==> src/rtl/led_mode_sequencer.sv <==
// rtl/led_mode_sequencer.sv - button-driven LED pattern scheduler with debounced mode select.
// Optional auto-advance of the mode every AUTO_TICKS blink ticks when LED_AUTO_CYCLE_EN is defined.
module led_mode_sequencer #(
    parameter int unsigned TICK_DIV   = 32'd3_000_000,
    parameter int unsigned DEBOUNCE   = 32'd120_000,
    parameter int unsigned AUTO_TICKS = 32'd16
) (
    input  logic       CLK,
    input  logic       RST_N,
    input  logic       BTN,
    output logic       LED1,
    output logic       LED2,
    output logic [1:0] MODE
);

    typedef enum logic [1:0] {
        MODE_OFF   = 2'd0,
        MODE_BLINK = 2'd1,
        MODE_ALT   = 2'd2,
        MODE_ON    = 2'd3
    } mode_e;

    localparam logic [31:0] TICK_LAST = 32'(TICK_DIV - 1);
    localparam logic [23:0] DEB_LAST  = 24'(DEBOUNCE - 1);

    logic        sync1_q, sync1_d;
    logic        sync2_q, sync2_d;
    logic        stable_q, stable_d;
    logic        stable_dly_q, stable_dly_d;
    logic [23:0] deb_cnt_q, deb_cnt_d;
    logic [31:0] tick_cnt_q, tick_cnt_d;
    logic        phase_q, phase_d;
    mode_e       mode_q, mode_d;
    logic        led1_q, led1_d;
    logic        led2_q, led2_d;

    logic press;
    logic tick;
    logic auto_adv;
    logic advance;

    // A level change is accepted only after DEBOUNCE consecutive mismatching cycles.
    always_comb begin
        sync1_d      = BTN;
        sync2_d      = sync1_q;
        stable_dly_d = stable_q;
        stable_d     = stable_q;
        deb_cnt_d    = '0;
        if (sync2_q != stable_q) begin
            if (deb_cnt_q == DEB_LAST) begin
                stable_d = sync2_q;
            end else begin
                deb_cnt_d = deb_cnt_q + 24'd1;
            end
        end
    end

    assign press = stable_q & ~stable_dly_q;
    assign tick  = (tick_cnt_q == TICK_LAST);

`ifdef LED_AUTO_CYCLE_EN
    localparam int AUTO_W = (AUTO_TICKS > 1) ? $clog2(AUTO_TICKS) : 1;
    localparam logic [AUTO_W-1:0] AUTO_LAST = AUTO_W'(AUTO_TICKS - 1);

    logic [AUTO_W-1:0] auto_cnt_q, auto_cnt_d;

    always_comb begin
        auto_cnt_d = auto_cnt_q;
        auto_adv   = 1'b0;
        if (press) begin
            auto_cnt_d = '0;
        end else if (tick) begin
            if (auto_cnt_q == AUTO_LAST) begin
                auto_adv   = 1'b1;
                auto_cnt_d = '0;
            end else begin
                auto_cnt_d = auto_cnt_q + AUTO_W'(1);
            end
        end
    end

    always_ff @(posedge CLK or negedge RST_N) begin
        if (!RST_N) begin
            auto_cnt_q <= '0;
        end else begin
            auto_cnt_q <= auto_cnt_d;
        end
    end
`else
    assign auto_adv = 1'b0;
`endif

    // A press and an auto-advance landing together still produce one step.
    assign advance = press | auto_adv;

    always_comb begin
        tick_cnt_d = tick_cnt_q + 32'd1;
        phase_d    = phase_q;
        mode_d     = mode_q;
        if (advance) begin
            tick_cnt_d = '0;
            phase_d    = 1'b0;
            case (mode_q)
                MODE_OFF:   mode_d = MODE_BLINK;
                MODE_BLINK: mode_d = MODE_ALT;
                MODE_ALT:   mode_d = MODE_ON;
                default:    mode_d = MODE_OFF;
            endcase
        end else if (tick) begin
            tick_cnt_d = '0;
            phase_d    = ~phase_q;
        end
    end

    always_comb begin
        led1_d = 1'b0;
        led2_d = 1'b0;
        case (mode_q)
            MODE_OFF: begin
                led1_d = 1'b0;
                led2_d = 1'b0;
            end
            MODE_BLINK: begin
                led1_d = phase_q;
                led2_d = phase_q;
            end
            MODE_ALT: begin
                led1_d = phase_q;
                led2_d = ~phase_q;
            end
            default: begin
                led1_d = 1'b1;
                led2_d = 1'b1;
            end
        endcase
    end

    always_ff @(posedge CLK or negedge RST_N) begin
        if (!RST_N) begin
            sync1_q      <= 1'b0;
            sync2_q      <= 1'b0;
            stable_q     <= 1'b0;
            stable_dly_q <= 1'b0;
            deb_cnt_q    <= '0;
            tick_cnt_q   <= '0;
            phase_q      <= 1'b0;
            mode_q       <= MODE_OFF;
            led1_q       <= 1'b0;
            led2_q       <= 1'b0;
        end else begin
            sync1_q      <= sync1_d;
            sync2_q      <= sync2_d;
            stable_q     <= stable_d;
            stable_dly_q <= stable_dly_d;
            deb_cnt_q    <= deb_cnt_d;
            tick_cnt_q   <= tick_cnt_d;
            phase_q      <= phase_d;
            mode_q       <= mode_d;
            led1_q       <= led1_d;
            led2_q       <= led2_d;
        end
    end

    assign LED1 = led1_q;
    assign LED2 = led2_q;
    assign MODE = mode_q;

endmodule

==> config.mk <==
export PLATFORM = sky130hd
export DESIGN_NAME = led_mode_sequencer
export DESIGN_NICKNAME = d
export VERILOG_FILES = /design/src/rtl/led_mode_sequencer.sv
export SDC_FILE = /design/constraint.sdc
export NUM_CORES = 1
export LEC_CHECK = 0
export BUFFER_PORTS_ARGS = -buffer_cell sky130_fd_sc_hd__buf_2
export CAP_MARGIN = 20
export CORE_MARGIN = 3
export CORE_UTILIZATION = 50
export CTS_BUF_LIST = sky130_fd_sc_hd__clkbuf_8 sky130_fd_sc_hd__clkbuf_16
export CTS_CLUSTER_DIAMETER = 50
export DETAILED_ROUTE_END_ITERATION = 16
export GPL_ROUTABILITY_DRIVEN = 0
export PLACE_DENSITY_LB_ADDON = 0.2
export SETUP_SLACK_MARGIN = 0.4
export SYNTH_ARGS = -nofsm -noshare
export SYNTH_HDL_FRONTEND = slang
export SYNTH_SLANG_ARGS = --single-unit
==> constraint.sdc <==
create_clock -name CLK -period 2.2 [get_ports CLK]
set_input_delay 0.22 -clock CLK [delete_from_list [all_inputs] [get_ports CLK]]
set_output_delay 0.22 -clock CLK [all_outputs]
set_load 0.005 [all_outputs]
After elaboration in Yosys (flattened, before gate mapping)
Cells that the tools add are included.
{"block": "word_totals", "reg_bits": 65, "inputBits": 3, "out_inout_bits": 4, "wordCells": 33}
{"block": "op_classes", "n_addsub": 2, "n_eq_ne": 5, "n_mux": 9, "bitwise": 3, "n_reduce_logical": 4}
{"operator": "$mux 32", "n": 2}
{"operator": "$mux 24", "n": 2}
{"operator": "$add 32x1->32 const B", "n": 1}
{"operator": "$eq 32x22->1 const B", "n": 1}
{"operator": "$add 24x1->24 const B", "n": 1}
{"operator": "$eq 24x17->1 const B", "n": 1}
{"operator": "$pmux 2 s3", "n": 1}
{"operator": "$pmux 1 s3", "n": 1}
{"operator": "$eq 2x1->1 const B", "n": 1}
{"operator": "$eq 2x2->1 const B", "n": 1}
{"operator": "$logic_not 2->1", "n": 1}
{"operator": "$mux 1", "n": 2}
{"operator": "$not 1->1", "n": 2}
{"operator": "$pmux 1 s2", "n": 1}
{"operator": "$reduce_and 2->1", "n": 1}
{"operator": "$reduce_bool 2->1", "n": 1}
{"operator": "$reduce_or 2->1", "n": 1}
{"operator": "$and 1x1->1", "n": 1}
{"operator": "$ne 1x1->1", "n": 1}

Longest topological paths before layout
Gate-level depths: netlist of the first run.
{"block": "depth", "depth_word": 3, "depth_mapped": 7}

Worst setup path before layout of the first run
Ideal clock, no wire load.
{"block": "synth_timing", "kind": "register -> register", "from": "register tick_cnt_q[0]", "to": "register tick_cnt_q[28]", "setup_time_ns": 0.078, "arrival_ns": 2.063, "path_slack_ns": 0.059, "path_stages_with_launch": 7, "n_path_buf": 1, "period_less_slack_ns": 2.141, "cell_sequence": "dfrtp_1 > ha_1 > nand4_4 > or4_1 > buf_2 > or4_1 > a21oi_1"}
{"block": "synth_between", "elab_chain_len": 3}
{"item": "start, declared", "line_no": "31", "source": "logic [31:0] tick_cnt_q, tick_cnt_d;"}
{"item": "start signal, assigned", "line_no": "156", "source": "tick_cnt_q <= tick_cnt_d;"}
{"item": "$add 32x1->32 / $eq 32x22->1 (equally long branches)", "line_no": "97, 59"}
{"item": "$mux 32 (*)", "line_no": "109", "source": "end else if (tick) begin"}
{"item": "$mux 32 (*)", "line_no": "100", "source": "if (advance) begin"}
{"item": "via tick_cnt_d[28]", "line_no": "31"}
Mark *: on every way through the listed nets, which the timed path passes. The rest lies on a longest branch.
A chain may end at the register's enable or synchronous reset.

Worst setup path in the final report of the first run
{"block": "layout_timing", "from": "register deb_cnt_q[20]", "to": "register deb_cnt_q[8]"}
{"block": "layout_between", "elab_chain_len": 3}
{"item": "start, declared", "line_no": "30", "source": "logic [23:0] deb_cnt_q, deb_cnt_d;"}
{"item": "start signal, assigned", "line_no": "155", "source": "deb_cnt_q <= deb_cnt_d;"}
{"item": "$eq 24x17->1", "line_no": "50", "source": "if (deb_cnt_q == DEB_LAST) begin"}
{"item": "$mux 24", "line_no": "50"}
{"item": "$mux 24", "line_no": "49", "source": "if (sync2_q != stable_q) begin"}
{"item": "via deb_cnt_d[8]", "line_no": "30"}
The timed path passes the listed nets, and every way through them passes these cells.

==> results of run 1 <==
registers in the layout, indices dropped and copies added, names as in the netlist:
signal,cells
phase_q,1
LED2,1
MODE,2
stable_dly_q,1
LED1,1
sync1_q,1
stable_dly_d,1
deb_cnt_q,24
tick_cnt_q,32
sync2_q,1
critical path, delay by kind of cell, from the launching register on:
kind                   cells  cell delay, ns
buffers and inverters      1            0.19
AOI/OAI and AO/OA          1            0.29
and+or+nand+nor            3            0.98
DFF                        1            0.40
cell families (layout without fill, tap and decap cells):
kind of cell / count (synthesis) / count (layout) / share of synthesized area
simple gates: 156 / 157 / 0.267
flops: 65 / 65 / 0.498
mux: 1 / 1 / 0.00344
xor+xnor: 26 / 26 / 0.0697
buf+inv: 29 / 89 / 0.0371
compound gates: 64 / 64 / 0.110
fa+ha+maj: 4 / 4 / 0.0153
layout make-up:
class / count / area [um2] / area share
multi-input cells: 252 / 1840 / 0.424
clock buffers: 11 / 151 / 0.0349
well taps: 75 / 93.8 / 0.0217
clock inverters: 4 / 43.8 / 0.0101
flip-flops and latches: 65 / 1640 / 0.377
inverters: 16 / 60.1 / 0.0139
repair buffers: 58 / 513 / 0.118
metal layers:
| layer | vias up | wire length (um) | track usage |
|---|---|---|---|
| met2 | 66 | 3710 | 0.316 |
| met5 | - | 0 | 0 |
| met3 | 15 | 364 | 0.0435 |
| met1 | 1415 | 3950 | 0.324 |
| li1 | 1378 | - | - |
| met4 | 0 | 157 | 0.0822 |
power groups by stage:
stage          logic [uW]  clock network [uW]  registers (uW)
2_1_floorplan        17.8                   0            1230
3_3_place_gp         53.6                   0            1230
3_5_place_dp         55.0                   0            1230
4_1_cts              65.3                1040            1210
5_1_grt              76.0                1100            1210
6_report             65.8                1030            1210
metrics by stage:
step / power, uW / setup WS [ns] / cells / area [um2]
after floorplan: 1250 / 0.318 / 345 / 3310
final: 2300 / 0.206 / 481 / 4330
after global routing: 2380 / 0.169 / 481 / 4330
after detailed placement: 1290 / 0.166 / 426 / 3480
after CTS: 2310 / 0.218 / 463 / 3910
after global placement: 1280 / 0.181 / 426 / 3480
path summary, 6_finish.rpt:
check | start | to | depth (start not counted)
min reg2reg | sync1_q | sync2_q | 0
max in group asynchronous | RST_N | tick_cnt_q[3] | 4
max reg2reg | deb_cnt_q[20] | deb_cnt_q[8] | 5
min | sync1_q | sync2_q | 0
max | deb_cnt_q[20] | deb_cnt_q[8] | 5
min in group asynchronous | RST_N | tick_cnt_q[28] | 2
layout by cell type, fill, tap and decap left out, types with 3 or more instances in the layout:
cell type   n
a21oi_1     9
a21oi_2    15
and3_1      4
and4_1      6
buf_2       6
buf_4      36
buf_6      10
clkbuf_8   11
dfrtp_1    58
dfrtp_2     7
inv_1      17
nand2_1    21
nand3_1    11
nand3_2     3
nand4_1    17
nor2_1     24
nor2_2     10
nor3_1     10
nor4_1      6
o21ai_0    19
o21ai_4     3
o31ai_1     7
or3_1       9
or3_4       4
or4_1       8
or4_4       9
xnor2_1    19
xor2_1      6
timing repair:
item	CTS	global route
hold buffers	2	0
endpoints found under the setup margin	42	56
resized for setup	19	70
pin swaps	12	26
endpoints found under the hold margin	25	0
setup buffers	18	16
gates cloned	2	2
==> results.py, run 1 <==
metrics = {
    "yosys": {
        "yosysMostFrequentCell": "dfrtp_1",
        "synth_edf_count": 0,
        "yosysUniqueCellTypes": 34,
        "synth_flop_cell": "dfrtp_1",
        "synth_top_area_frac": 0.498,
        "ys_ff_latch": 65,
        "postSynth.asyncResetShare": 1.00,
        "yosys-top-cells-area": "dfrtp_1 50%, xnor2_1 5.4%, nor2_1 4.1%",
        "syn-num-nets": 352,
        "syn_inst": 345,
        "syn_area_um2": 3270,
        "postSynthAreaPerCell_um2": 9.48,
        "ys_warn_count": 0,
        "yosysSeqAreaShare": 0.498,
        "synth_commonest_cells": "65 x dfrtp_1, 36 x nor2_1, 24 x a21oi_1, 24 x o21ai_0, 21 x nand2_1",
        "synth.largest_area_cell": "dfrtp_1",
    },
    "die": {
        "core_area_um2": 6130,
        "die_area_um2": 7540,
        "start_util": 0.533,
        "die_y_um": 86.9,
        "die_w_um": 86.9,
        "rows": 28,
        "ios": 7,
    },
    "pwr": {
        "p_sw_uw": 506,
        "vdd.ir_drop.worst_mv": 0.405,
        "powerDensity_nw_per_um2": 531,
        "p_int_uw": 1800,
        "leakagePower_uw": 0.00172,
        "clock_power_share": 0.447,
        "pwr-share-seq": 0.524,
        "combPwrFrac": 0.029,
        "switching_share": 0.220,
    },
    "route": {
        "dr.pass1.iters": 4,
        "wirelength_mm": 8.18,
        "drc_errors": 0,
        "drt_iter0_drc": 203,
        "via_per_inst": 5.98,
        "ant_nets": 0,
        "routedWlPerCell_um": 17.0,
        "vias": 2874,
    },
    "timing": {
        "drv_slew": 0,
        "setup_viol": 0,
        "finalSetupTns_ns": 0,
        "worst_pin_slew_ns": 0.606,
        "timing.final.crit_share": 0.906,
        "rsz0062_at_grt": "true",
        "finClkSkew_ns": 0.0116,
        "slew_headroom": 0.596,
        "fmax_mhz": 502,
        "period_needed_ns": 1.99,
        "hold_violations": 0,
        "hold_slack_ns": 0.356,
    },
    "cts": {
        "cts_tree": "yes",
        "clkSinkCount": 65,
        "path_clk_slew_ns": 0.07,
        "clockBufferDepth": 2,
        "clock_latency_ns": 0.35,
        "numCtsBuffers": 9,
        "cts-root-buf": "clkbuf_8",
        "ctsHtreeMaxLevel": 3,
    },
    "outcome": {
        "status": "complete, no violations",
    },
    "cells_and_area": {
        "nNetsFinal": 409,
        "diodes": 0,
        "nFillCells": 407,
        "syn_to_final_growth_pct": 32.5,
        "fin_util": 0.707,
        "drive_gt1_frac": 0.337,
    },
    "placement": {
        "dpl.hpwl_mm": 4.61,
        "port_buffers": 6,
    },
    "global_routing": {
        "grt_max_degree": 26,
        "first_global_vias": 2728,
        "track_usage": 0.218,
        "antenna_found_initial": 0,
        "grt_pass1_wl_mm": 12.9,
        "globalRouteOverflowTotal": 0,
    },
    "worst_setup_path": {
        "cp_slowest_stage_delay_ns": 0.55,
        "crit_type": "reg2reg",
        "cp_cell_sequence": "or4b_1 > or3_4 > o31ai_4 > buf_6 > nor2_1",
        "r2r_slack_ns": 0.21,
        "crit_arrival_ns": 2.21,
        "end_kind": "flop",
        "cp_max_fo": 7,
        "worst_setup_path_start_kind": "flop",
        "cp.required_ns": 2.42,
        "worst_path_max_delay_cell": "or4b_1",
    },
    "job": {
        "cap_violations": 0,
    },
    "min_path": {
        "hold_path.class": "reg2reg",
    },
}
(Power assumes the default switching activity.)
==> inputs of run 2 (changes only) <==
--- a/config.mk
+++ b/config.mk
@@ -5,13 +5,13 @@
 export SDC_FILE = /design/constraint.sdc
 export NUM_CORES = 1
 export LEC_CHECK = 0
-export BUFFER_PORTS_ARGS = -buffer_cell sky130_fd_sc_hd__buf_2
 export CAP_MARGIN = 20
 export CORE_MARGIN = 3
 export CORE_UTILIZATION = 50
 export CTS_BUF_LIST = sky130_fd_sc_hd__clkbuf_8 sky130_fd_sc_hd__clkbuf_16
 export CTS_CLUSTER_DIAMETER = 50
 export DETAILED_ROUTE_END_ITERATION = 16
+export DONT_BUFFER_PORTS = 1
 export GPL_ROUTABILITY_DRIVEN = 0
 export PLACE_DENSITY_LB_ADDON = 0.2
 export SETUP_SLACK_MARGIN = 0.4
==> run 2 against run 1 <==
  * Maximum frequency increased by 0.96%
  * Die area unchanged
  * Flip-flop and latch count unchanged
  * Critical path depth unchanged
  * Clock skew decreased by 0.0036 ns
  * Register-to-register slack improved by 0.02 ns
  * Global-route usage decreased by 0.80 points
  * Via count increased by 3.2%
  * Combinational power decreased by 10%
  * Power decreased by 5.3%
  * Sequential power about the same
  * Routed wire length increased by 7.3%
==> results.py, run 2 (synthesis results as in run 1) <==
metrics = {
    "cts": {
        "cts-root-buf": "clkbuf_8",
        "cts_tree": "yes",
        "clock_latency_ns": 0.35,
        "clockBufferDepth": 2,
        "clkSinkCount": 65,
        "path_clk_slew_ns": 0.07,
        "numCtsBuffers": 9,
        "ctsHtreeMaxLevel": 3,
    },
    "worst_setup_path": {
        "r2r_cells": 5,
        "crit_arrival_ns": 2.22,
        "crit_type": "reg2reg",
        "end_kind": "flop",
        "cp_max_fo": 7,
        "cp.required_ns": 2.44,
        "r2r_end": "deb_cnt_q[13]",
        "r2r_slack_ns": 0.23,
        "r2r-start": "deb_cnt_q[20]",
        "worst_setup_path_start_kind": "flop",
        "crit_end": "deb_cnt_q[13]",
        "cp-startpoint": "deb_cnt_q[20]",
    },
    "placement": {
        "port_buffers": 0,
        "dpl.hpwl_mm": 4.40,
    },
    "cells_and_area": {
        "largest_reg_flops": 32,
        "final_common_cell": "dfrtp_1",
        "drive_gt1_frac": 0.327,
        "diodes": 0,
        "regMostFlops": "tick_cnt_q",
        "nFillCells": 405,
        "nNetsFinal": 403,
        "final_cell_mix": "55 x dfrtp_1, 40 x buf_4, 23 x o21ai_0",
        "syn_to_final_growth_pct": 31.8,
    },
    "timing": {
        "slew_headroom": 0.681,
        "timing.final.crit_share": 0.898,
        "finalSetupTns_ns": 0,
        "hold_violations": 0,
        "rsz0062_at_grt": "true",
        "period_needed_ns": 1.97,
        "worst_pin_slew_ns": 0.477,
        "fmax_mhz": 506,
        "drv_slew": 0,
        "hold_slack_ns": 0.348,
        "setup_viol": 0,
        "finClkSkew_ns": 0.00803,
    },
    "pwr": {
        "clock_power_share": 0.418,
        "combPwrFrac": 0.027,
        "leakagePower_uw": 0.00166,
        "p_int_uw": 1680,
        "pwr-share-seq": 0.555,
        "vdd.ir_drop.worst_mv": 0.419,
        "switching_share": 0.231,
        "p_sw_uw": 503,
        "powerDensity_nw_per_um2": 506,
    },
    "die": {
        "die_w_um": 86.9,
        "start_util": 0.533,
        "core_area_um2": 6130,
        "die_y_um": 86.9,
        "rows": 28,
        "die_area_um2": 7540,
        "ios": 7,
    },
    "global_routing": {
        "track_usage": 0.210,
        "grt_max_degree": 66,
        "grt_pass1_wl_mm": 12.3,
        "antenna_found_initial": 0,
        "first_global_vias": 2567,
        "globalRouteOverflowTotal": 0,
    },
    "min_path": {
        "hold_depth": 0,
        "hold_path.class": "reg2reg",
    },
    "route": {
        "routedWlPerCell_um": 18.4,
        "drt_iter0_drc": 218,
        "dr.pass1.iters": 7,
        "wirelength_mm": 8.78,
        "ant_nets": 0,
        "via_per_inst": 6.23,
        "vias": 2966,
        "drc_errors": 0,
    },
    "outcome": {
        "status": "complete, no violations",
    },
    "job": {
        "cap_violations": 0,
    },
}
run 2: cell types whose count changed in the layout (fill, tap and decap cells not counted), moves of 4 or more:
cell / change
nor2_4: +9
buf_4: +4
o21ai_0: +4
nor2_1: -5
buf_6: -5
nor2_2: -4
buf_2: -6
run 2: through the flow:
step                       util  worst slack (ns)  std cells  cell area [um2]  power (uW)
final                     0.703             0.225        476             4310        2180
after global routing      0.703             0.173        476             4310        2270
after detailed placement  0.554             0.145        417             3400        1250
after CTS                 0.619             0.219        451             3800        2180
after global placement    0.554             0.185        417             3400        1250
after floorplan               -             0.318        345             3310        1250
run 2: final cells by class:
cell class	instances	area [um2]	share of cell area
clock buffers	11	151	0.0351
clock inverters	5	22.5	0.00522
inverters	16	60.1	0.0139
multi-input cells	252	1850	0.430
flip-flops and latches	65	1640	0.380
well taps	75	93.8	0.0218
repair buffers	52	489	0.113
run 2: worst max-delay path: stages, from the launching register on:
cell and delay (ns):
dfrtp_1 0.41, or4b_1 0.51, or3_4 0.42, o31ai_4 0.29, buf_6 0.19, nor2_1 0.05
run 2: metal layers:
metal	up-vias	track usage	wire (um)
met3	31	0.0360	466
met2	93	0.300	4120
met5	-	0	0
met1	1470	0.304	3840
met4	0	0.113	351
li1	1372	-	-
run 2: how the worst min path moves through the flow:
stage | from | end | slack (ns)
after detailed placement | RST_N | tick_cnt_q[23] | -0.07
final | sync1_q | sync2_q | 0.35
after global routing | sync1_q | sync2_q | 0.37
after CTS | sync1_q | sync2_q | 0.35
after floorplan | RST_N | LED1 | -0.08
after global placement | RST_N | tick_cnt_q[22] | -0.07
run 2: repair_timing:
action	CTS	global route
cloned	2	4
setup buffers	13	21
hold endpoints to repair	66	0
gates resized for setup	19	71
setup endpoints to repair	55	57
hold buffers	3	0
pin swaps	10	23
run 2: power groups by stage:
| stage | Combinational, uW | Sequential, uW | Clock (uW) |
|---|---|---|---|
| 3_3_place_gp | 19.5 | 1230 | 0 |
| 4_1_cts | 58.5 | 1210 | 917 |
| 5_1_grt | 67.8 | 1210 | 987 |
| 6_report | 59.1 | 1210 | 912 |
| 2_1_floorplan | 17.8 | 1230 | 0 |
| 3_5_place_dp | 19.8 | 1230 | 0 |
